[config.mk]
export PLATFORM = sky130hd
export DESIGN_NAME = vga_timing_gen
export DESIGN_NICKNAME = d
export VERILOG_FILES = /design/src/rtl/vga_timing_gen.sv
export SDC_FILE = /design/constraint.sdc
export NUM_CORES = 1
export LEC_CHECK = 0
export BUFFER_PORTS_ARGS = -buffer_cell sky130_fd_sc_hd__buf_2
export CORE_ASPECT_RATIO = 0.6
export CORE_UTILIZATION = 45
export DETAILED_ROUTE_END_ITERATION = 16
export PLACE_DENSITY = 0.66
export SETUP_SLACK_MARGIN = 0.5
export SKIP_LAST_GASP = 1
export SYNTH_ARGS = -nofsm -noshare
export SYNTH_HDL_FRONTEND = slang
export SYNTH_SLANG_ARGS = --single-unit
[constraint.sdc]
create_clock -name clk -period 2.9 [get_ports clk]
set_input_delay 0.58 -clock clk [delete_from_list [all_inputs] [get_ports clk]]
set_output_delay 0.58 -clock clk [all_outputs]
set_load 0.02 [all_outputs]
[src/rtl/vga_timing_gen.sv]
// vga_timing_gen: parametrised raster timing generator with pixel clock-enable and delayed sync/strobes.
// Define VGA_TIMING_FRAME_CNT_EN to add the 16-bit frame_cnt output.
module vga_timing_gen #(
  parameter int H_DISPLAY  = 640,
  parameter int H_FRONT    = 16,
  parameter int H_SYNC     = 96,
  parameter int H_BACK     = 48,
  parameter int V_DISPLAY  = 480,
  parameter int V_FRONT    = 10,
  parameter int V_SYNC     = 2,
  parameter int V_BACK     = 33,
  parameter int HSYNC_POL  = 0,
  parameter int VSYNC_POL  = 0,
  parameter int PIPE_DELAY = 4,
  parameter int CW         = 10
) (
  input  logic          clk,
  input  logic          reset,
  input  logic          pix_ce,
  output logic [CW-1:0] pixel_x,
  output logic [CW-1:0] pixel_y,
  output logic          video_on,
  output logic          hsync,
  output logic          vsync,
  output logic          line_start,
  output logic          frame_start
`ifdef VGA_TIMING_FRAME_CNT_EN
  ,
  output logic [15:0]   frame_cnt
`endif
);
  localparam int HS0 = H_DISPLAY + H_FRONT;
  localparam int HS1 = HS0 + H_SYNC;
  localparam int H_TOTAL = HS1 + H_BACK;
  localparam int VS0 = V_DISPLAY + V_FRONT;
  localparam int VS1 = VS0 + V_SYNC;
  localparam int V_TOTAL = VS1 + V_BACK;
  localparam logic HP = HSYNC_POL != 0;
  localparam logic VP = VSYNC_POL != 0;
  localparam logic [4:0] RAW_RST = {1'b0, !HP, !VP, 2'b00};
  if (CW < 1 || CW > 31) $error("CW must be 1..31");
  if (CW < 31 && H_TOTAL > (1 << CW)) $error("H_TOTAL exceeds 2**CW");
  if (CW < 31 && V_TOTAL > (1 << CW)) $error("V_TOTAL exceeds 2**CW");
  if (H_SYNC < 1 || V_SYNC < 1) $error("sync width must be nonzero");
  if (PIPE_DELAY < 0 || PIPE_DELAY > 8) $error("PIPE_DELAY must be 0..8");
  int xi, yi;
  logic x_end, y_end;
  logic [4:0] raw, out;
  assign xi = int'(pixel_x);
  assign yi = int'(pixel_y);
  assign x_end = xi == H_TOTAL - 1;
  assign y_end = yi == V_TOTAL - 1;
  always_ff @(posedge clk) begin
    if (reset) begin
      pixel_x <= '0;
      pixel_y <= '0;
    end else if (pix_ce) begin
      pixel_x <= x_end ? '0 : pixel_x + 1'b1;
      if (x_end) pixel_y <= y_end ? '0 : pixel_y + 1'b1;
    end
  end
  // {video, hsync, vsync, line, frame} travel together so they stay aligned
  assign raw = {
    xi < H_DISPLAY && yi < V_DISPLAY,
    (xi >= HS0 && xi < HS1) ? HP : !HP,
    (yi >= VS0 && yi < VS1) ? VP : !VP,
    xi == 0,
    xi == 0 && yi == 0
  };
  if (PIPE_DELAY == 0) begin : g_nopipe
    assign out = raw;
  end else begin : g_pipe
    logic [PIPE_DELAY-1:0][4:0] pipe;
    always_ff @(posedge clk) begin
      if (reset) pipe <= {PIPE_DELAY{RAW_RST}};
      else if (pix_ce) begin
        pipe[0] <= raw;
        for (int i = 1; i < PIPE_DELAY; i++) pipe[i] <= pipe[i-1];
      end
    end
    assign out = pipe[PIPE_DELAY-1];
  end
  assign {video_on, hsync, vsync, line_start, frame_start} = out;
`ifdef VGA_TIMING_FRAME_CNT_EN
  always_ff @(posedge clk) begin
    if (reset) frame_cnt <= '0;
    else if (pix_ce && x_end && y_end) frame_cnt <= frame_cnt + 1'b1;
  end
`endif
endmodule

# --- After elaboration in Yosys (flattened, before gate mapping) ---
# Index checks and enable logic that the tools add are counted.
word_totals:
  input_bits: 3
  wordCells: 27
  regBits: 40
  out_inout_bits: 25
classes:
  eq_ne: 2
  n_mux: 4
  n_lt_le_gt_ge: 6
  n_addsub: 2
  reduce_logical: 7
ops:
  columns: ["op", "count"]
  rows:
  - ["$logic_not A32 Y1", 2]
  - ["$add A10 B1 Y10 const B", 2]
  - ["$lt A10 B10 Y1 const B", 2]
  - ["$lt A10 B9 Y1 const B", 2]
  - ["$mux W10", 2]
  - ["$eq A10 B10 Y1 const B", 1]
  - ["$eq A10 B9 Y1 const B", 1]
  - ["$ge A10 B10 Y1 const B", 1]
  - ["$ge A10 B9 Y1 const B", 1]
  - ["$logic_and A1 B1 Y1", 4]
  - ["$mux W1", 2]
  - ["$reduce_and A2 Y1", 1]

# --- Logic depth before layout (Yosys ltp) ---
# Gate-level depths: netlist of run 1.
logic_depth:
  word_depth: 3
  depth_mapped: 6
  ltp_nobuf: 6

# --- Worst setup path before layout of run 1 ---
# OpenSTA, ideal clock, no wires.
synth_path:
  path_type: "in2reg"
  from: "input pix_ce"
  to: "register pixel_y[0]"
  setup_ns: 0.119
  t_required_ns: 2.781
  stages: 5
  arrival_ns: 1.786
  n_path_buf: 1
  slack_ns: 0.995
  cell_sequence: "clkbuf_1 -> nand3_1 -> or3_1 -> o21bai_2 -> nor2_1"
synth_via:
  elab_chain_cells: 1
synth_rtl:
  columns: ["item", "line_no", "rtl"]
  rows:
  - ["start, declared", "19", "input logic pix_ce,"]
  - ["$reduce_and A2 Y1 (no source line)", null, null]
  - ["end signal, assigned", "59", "if (x_end) pixel_y <= y_end ? '0 : pixel_y + 1'b1;"]
  - ["end, declared", "21", "output logic [CW-1:0] pixel_y,"]
# No other way between the ends.
# A chain may end at the register's enable or synchronous reset.

# --- Final worst setup path of run 1 ---
layout_path:
  from: "register pixel_x[7]"
  to: "register pixel_y[7]"
layout_via:
  elab_chain_cells: 2
layout_rtl:
  columns: ["item", "line_no", "rtl"]
  rows:
  - ["start, declared", "20", "output logic [CW-1:0] pixel_x,"]
  - ["start signal, assigned", "58", "pixel_x <= x_end ? '0 : pixel_x + 1'b1;"]
  - ["$eq A10 B9 Y1", "51", "assign x_end = xi == H_TOTAL - 1;"]
  - ["$reduce_and A2 Y1 (no source line)", null, null]
# No other way between the ends.

==> metrics.md, run 1 <==
| Metric | Value |
|---|---|
| Outcome | `finished clean` |
| Via count | `1419` |
| Die area | `4347 um2` |
| Slew headroom | `63.17%` |
| Combinational Power Share | `6.0%` |
| Hold Vio Cnt, Final | `0` |
| Core Area | `3786 um2` |
| Placer Congestion | `0.7559` |
| Crit path max fanout | `8` |
| Pwr per Cell Area | `523.1 nW/um2` |
| Flop-to-flop setup slack | `1.02 ns` |
| Hold Path Origin | `g_pipe.pipe[12]` |
| Final net count | `231` |
| Worst VDD drop | `0.0002715 V` |
| RSZ-0062 raised after global routing | `false` |
| Post-CTS Repair Setup Buffers | `0` |
| #FFs+latches synth | `40` |
| Period utilisation layout | `64.92%` |
| Fill cells | `333` |
| HPWL after DPL | `2476 um` |
| Wire per inst | `12.85 um` |
| Ys Warns | `0` |
| DR pass1 iterations | `4` |
| Die width | `84.45 um` |
| P_sw | `0.0002480 W` |
| FMAX | `531.2 MHz` |
| CTS clock-pin slew for the worst setup and hold paths | `0.08 ns` |
| First-pass GRT wire length | `6003 um` |
| Vias per inst | `5.217` |
| Hold_buf cts | `0` |
| Worst hold margin | `0.4629 ns` |
| Clk buf depth | `2` |
| Synth Instances | `202` |
| Post-synth EDFFs | `0` |
| CTS Root Cell | `clkbuf_8` |
| Syn_area_per_cell | `9.087 um2` |
| Netlist Area Pre-Place | `1836 um2` |
| Crit path time final | `1.883 ns` |
| Crit path launch type | `flop` |
| Final Max Tran Viols | `0` |
| H-tree Lvls | `2` |
| ANT cells | `0` |
| Max Cap Violations | `0` |
| CTS Buf Count | `5` |
| GR Overflow Total | `0` |
| Vias in the first global route | `1176` |
| Initial drt markers | `56` |
| CTS Sinks | `40` |
| Clock Power Share | `41.5%` |
| Reg2reg start | `pixel_x[7]` |
| Cts repair resizes | `0` |
| Routed Antenna Nets | `0` |
| # IOs | `28` |
| Post-route DRC | `0` |
| Async S/R FF share, synth | `0%` |
| Register area share after synthesis | `43.63%` |
| Gr usage total | `18.49%` |
| Routed Wire Length | `3494 um` |
| Setup Crit Path Kind | `flop to flop` |
| Reg power frac | `52.4%` |
| Insertion delay to the later sink of the worst-skew pair | `0.30 ns` |
| Power Internal | `0.0008451 W` |
| TritonCTS clock tree | `built` |
| # setup viols final | `0` |
| Predominant post-synthesis flop cell | `dfxtp_1` |
| Sw frac | `22.69%` |
| CP required | `3.07 ns` |
| CP arrival | `2.05 ns` |
| Initial Util | `48.48%` |
| Worst hold path type | `flop to flop` |
| Slew @ Worst Pin | `0.5524 ns` |
| Crit. End Element | `flop` |
| Die Span Y | `51.47 um` |
| Syn nets | `209` |
| Area delta synth->final | `13.84%` |
| Worst setup path startpoint | `pixel_x[7]` |
| Worst clock skew | `0.005793 ns` |
| Port buffer count | `27` |
| Share of cells above drive strength 1 | `19.56%` |
| Final TNS setup | `0 ns` |
| Initial antenna violation count | `0` |
| Leakage | `0.8446 nW` |
| Distinct cell type count after synthesis | `35` |
| Row count | `17` |
| Largest net degree at the start of global routing | `33` |
power by group through the flow:
stage	logic, W	clock network (W)	registers [W]
finish	0.0000658	0.000454	0.000573
global route	0.0000734	0.000500	0.000575
CTS	0.0000664	0.000468	0.000573
detailed placement	0.0000660	0	0.000586
global placement	0.0000647	0	0.000586
floorplan	0.0000451	0	0.000590
cells in the mapped netlist (2+ instances only):
library cell / instances / area [um2]
a211o_1: 6 / 52.55
a21oi_1: 7 / 35.03
and3_1: 3 / 18.77
and4_1: 2 / 17.52
buf_2: 2 / 10.01
clkbuf_1: 9 / 33.78
dfxtp_1: 40 / 800.8
ha_1: 4 / 50.05
inv_1: 6 / 22.52
mux2i_1: 12 / 120.1
nand2_1: 6 / 22.52
nand2b_1: 6 / 37.54
nand3_1: 10 / 50.05
nand4_1: 8 / 50.05
nor2_1: 28 / 105.1
nor2b_1: 6 / 37.54
nor3_1: 7 / 35.03
nor4_1: 6 / 37.54
nor4_4: 2 / 42.54
o21ai_0: 3 / 15.01
or2_2: 2 / 12.51
or3_1: 3 / 18.77
xnor2_1: 6 / 52.55
xor2_1: 7 / 61.31
final cells by class:
type	instances	area (um2)	share of cell area, %
multi-input cells	143	953.4	45.63
flip-flops and latches	40	800.8	38.32
repair buffers	28	142.6	6.826
clock buffers	5	68.82	3.293
well taps	47	58.81	2.814
clock inverters	3	42.54	2.036
inverters	6	22.52	1.078
registers in the layout, indices dropped and copies added, names as in the netlist:
register	flops
g_pipe.pipe	15
pixel_y	10
pixel_x	10
out	5
worst max-delay path: stages (launching register included):
cell,delay (ns)
dfxtp_1,0.39
or3_1,0.55
nor4_4,0.49
mux2i_1,0.26
nor3_2,0.06
placed cells by master (no fill, tap or decap):
master	netlist	layout
o21bai_2	1	1
a21oi_1	7	7
bufinv_16	0	1
nor4_4	2	2
clkbuf_8	0	5
nand3_1	10	10
or4_1	1	1
buf_2	2	27
nor3_2	1	1
and3_1	3	3
nor4_1	6	6
o32ai_1	1	1
nor2b_1	6	6
a31oi_1	1	1
or3_1	3	3
and4_1	2	2
or2_2	2	2
o21ai_0	3	3
buf_4	0	1
nand2b_1	6	6
mux2i_1	12	12
nand2_1	6	6
nor2_1	28	28
nand2b_2	1	1
a211o_1	6	6
nand4b_1	1	1
xnor2_1	6	6
nor3_1	7	7
inv_1	6	6
dfxtp_1	40	40
nand4_2	1	1
clkinvlp_4	0	1
ha_1	4	4
xor2_1	7	7
clkinv_2	0	1
nand4_1	8	8
nor3b_1	1	1
cells by family after synthesis:
group	after synthesis	synth area share (%)
AO/OA/AOI/OAI	19	7.021
XOR/XNOR	13	6.203
adder cells (fa/ha/maj)	4	2.727
buffers and inverters	19	4.430
flip-flops	40	43.63
multiplexers	12	6.544
AND/OR/NAND/NOR	95	29.45
layer usage:
metal	global-route usage [%]	routed length, um	up-vias
met5	0	0	-
met4	4.237	24	0
met3	8.078	241	4
met2	23.63	1266	37
met1	27.55	1961	627
li1	-	-	751
path summary, 6_finish.rpt:
kind / to / depth (start not counted)
max: pixel_y[7] / 4
min: out[2] / 1
max reg2reg: pixel_y[7] / 4
min reg2reg: out[2] / 1
metrics by stage:
step	cells	util (%)	power, W	setup WS [ns]	cell area (um2)
floorplan	202	-	0.0006356	0.9946	1836
global placement	264	52.25	0.0006503	0.9555	1978
finish	272	55.19	0.001093	1.017	2090
global route	272	55.19	0.001149	0.9003	2090
CTS	272	55.19	0.001108	1.010	2090
detailed placement	264	52.25	0.0006523	0.9206	1978
Power figures use the tool's default switching activity.
==> inputs of run 2 (changes only) <==
--- a/config.mk
+++ b/config.mk
@@ -5,11 +5,12 @@
 export SDC_FILE = /design/constraint.sdc
 export NUM_CORES = 1
 export LEC_CHECK = 0
+export ABC_AREA = 1
 export BUFFER_PORTS_ARGS = -buffer_cell sky130_fd_sc_hd__buf_2
 export CORE_ASPECT_RATIO = 0.6
 export CORE_UTILIZATION = 45
 export DETAILED_ROUTE_END_ITERATION = 16
-export PLACE_DENSITY = 0.66
+export PLACE_DENSITY = 0.68
 export SETUP_SLACK_MARGIN = 0.5
 export SKIP_LAST_GASP = 1
 export SYNTH_ARGS = -nofsm -noshare
==> constraint.sdc (replaced) <==
create_clock -name clk -period 1.65 [get_ports clk]
set_input_delay 0.33 -clock clk [delete_from_list [all_inputs] [get_ports clk]]
set_output_delay 0.33 -clock clk [all_outputs]
set_load 0.02 [all_outputs]
==> metrics.md, run 2 <==
| Metric | Value |
|---|---|
| Outcome | `finished clean` |
| Combinational Power Share | `8.4%` |
| Clock Power Share | `44.5%` |
| Synth area leaders | `dfxtp_1 (43%), nand2_1 (12%), nor2_1 (11%)` |
| Async S/R FF share, synth | `0%` |
| FF-to-FF End | `pixel_y[2]` |
| Largest regs | `g_pipe.pipe: 15 flops, pixel_x: 10 flops, pixel_y: 10 flops` |
| Post-synth EDFFs | `0` |
| Final Max Tran Viols | `0` |
| Crit path time final | `1.340 ns` |
| Routed Antenna Nets | `0` |
| Final net count | `337` |
| Reg2reg start | `pixel_x[0]` |
| Hold EP | `g_pipe.pipe[0]` |
| TritonCTS clock tree | `built` |
| Gr usage total | `24.80%` |
| Count leader, synth | `nand2_1` |
| Most frequent cells in the layout | `nand2_1 (51), nor2_1 (44), buf_4 (26)` |
| Sw frac | `23.28%` |
| Routed Wire Length | `5376 um` |
| Register area share after synthesis | `43.04%` |
| Worst R2R Path Depth | `8` |
| Post-route DRC | `0` |
| Hold depth | `3` |
| Largest net degree at the start of global routing | `24` |
| Worst clock skew | `0.01107 ns` |
| Biggest register | `g_pipe.pipe` |
| FMAX | `746.2 MHz` |
| Worst hold path type | `primary input to flop` |
| Final TNS setup | `0 ns` |
| CTS clock-pin slew for the worst setup and hold paths | `0.08 ns` |
| Initial antenna violation count | `0` |
| Largest area contributor in the netlist | `dfxtp_1` |
| Hold Vio Cnt, Final | `0` |
| Syn nets | `279` |
| Share of the synthesized area in the top cell type | `43.04%` |
| First-pass GRT wire length | `8183 um` |
| Area delta synth->final | `53.67%` |
| Hold Path Origin | `reset` |
| Die Span Y | `51.81 um` |
| Leading post-synthesis cells by instance count | `nand2_1 (59), nor2_1 (53), dfxtp_1 (40), inv_1 (30), nand3_1 (22)` |
| Non-filler cells, final | `378` |
| Port buffer count | `27` |
| DR pass1 iterations | `4` |
| ANT cells | `0` |
| CP required | `1.32 ns` |
| Row count | `17` |
| Crit. End Element | `primary output` |
| Setup Crit Path Kind | `flop to primary output` |
| Period utilisation layout | `81.22%` |
| Flop-to-flop setup slack | `0.34 ns` |
| Largest register FFs | `15` |
| Insertion delay to the later sink of the worst-skew pair | `0.30 ns` |
| Power Internal | `0.001617 W` |
| Worst setup path startpoint | `pixel_y[0]` |
| Reg power frac | `47.2%` |
| Inst Count DP | `344` |
| Wire per inst | `14.22 um` |
| GR Overflow Total | `0` |
| Slew headroom | `71.81%` |
| Vias in the first global route | `1666` |
| Distinct cell type count after synthesis | `23` |
| Placed cell areas | `2128 um2` |
| Die area | `4404 um2` |
| CTS Sinks | `40` |
| Total power | `0.002108 W` |
| Pwr per Cell Area | `737.5 nW/um2` |
| Max Cap Violations | `0` |
| Fin util | `75.09%` |
| HPWL after DPL | `3172 um` |
| Slew @ Worst Pin | `0.4203 ns` |
| Fin area | `2859 um2` |
| Via count | `1950` |
| # IOs | `28` |
| Hold_buf cts | `0` |
| Placer Congestion | `0.9441` |
| Die width | `85.01 um` |
| Leakage | `1.237 nW` |
| Clk buf depth | `2` |
| Vias per inst | `5.159` |
| CTS Buf Count | `5` |
| Initial drt markers | `104` |
| Netlist Area Pre-Place | `1861 um2` |
| Core Area | `3807 um2` |
| # setup viols final | `0` |
| H-tree Lvls | `2` |
| Synth Instances | `272` |
| #FFs+latches synth | `40` |
| Initial Util | `48.87%` |
| Share of cells above drive strength 1 | `41.09%` |
| Crit path launch type | `flop` |
| CP arrival | `1.01 ns` |
| Ys Warns | `0` |
| Crit path max fanout | `4` |
| Syn_area_per_cell | `6.840 um2` |
| CTS Root Cell | `clkbuf_8` |
| Worst VDD drop | `0.0005334 V` |
| Predominant post-synthesis flop cell | `dfxtp_1` |
| Commonest non-fill, non-tap cell in the layout | `nand2_1` |
| P_sw | `0.0004909 W` |
| Fill cells | `273` |
| RSZ-0062 raised after global routing | `true` |
## run 2: cell count changes after synthesis, moves of 9 or more
cell     delta
nand3_1    +12
nor2_1     +25
o21ai_0     +9
mux2i_1    -12
nand2_1    +53
inv_1      +24
## run 2: area by class of cell
cell class	instances	area, um2	share of cell area [%]
sequential	40	875.8	30.63
timing repair buffer	56	519.2	18.16
inverter	35	146.4	5.120
tap	47	58.81	2.057
multi-input combinational	192	1115	38.99
clock buffer	8	143.9	5.033
## run 2: kinds of logic after synthesis
| kind of cell | Yosys count | synth area share, % |
|---|---|---|
| buf+inv | 41 | 8.406 |
| flops | 40 | 43.04 |
| simple gates | 156 | 36.38 |
| compound gates | 28 | 8.070 |
| fa+ha+maj | 4 | 2.690 |
| xor+xnor | 3 | 1.412 |
## run 2: power groups by stage
stage	Sequential [W]	Clock [W]	Combinational, W
final	0.000994	0.000937	0.000177
after global routing	0.000999	0.000994	0.000197
after CTS	0.00100	0.000952	0.000161
after detailed placement	0.00104	0	0.000143
after global placement	0.00104	0	0.000141
after floorplan	0.00105	0	0.0000847
## run 2: worst max-delay path by stage
stage,to,cells after the start,slack [ns]
detailed placement,pixel_y[0],8,0.27
global route,pixel_y[0],8,0.27
finish,pixel_y[0],3,0.31
floorplan,pixel_y[2],9,0.41
CTS,pixel_y[0],8,0.37
global placement,pixel_y[5],8,0.27
## run 2: repair_timing
item	4_1_cts	5_1_grt
gates cloned	1	0
buffers inserted	16	9
endpoints found under the setup margin	37	42
pin swaps	10	22
gates resized for setup	62	54
## run 2: per-stage QoR
stage / setup slack [ns] / hold slack, ns
floorplan: 0.4110 / 0.4010
global placement: 0.2749 / 0.4376
detailed placement: 0.2725 / 0.4384
CTS: 0.3686 / 0.4082
global route: 0.2703 / 0.4385
finish: 0.3099 / 0.4179
## run 2: metal layers
| layer | up-vias | track usage [%] | share of wire (%) |
|---|---|---|---|
| li1 | 980 | - | - |
| met1 | 896 | 34.65 | 48 |
| met2 | 65 | 36.69 | 44 |
| met3 | 9 | 7.302 | 7.6 |
| met4 | 0 | 8.192 | 1.2 |
| met5 | - | 0 | 0 |
## run 2: worst max-delay path, stage by stage (launching register included)
cell and delay (ns):
dfxtp_4 0.38, buf_6 0.12, buf_6 0.11, buf_6 0.12
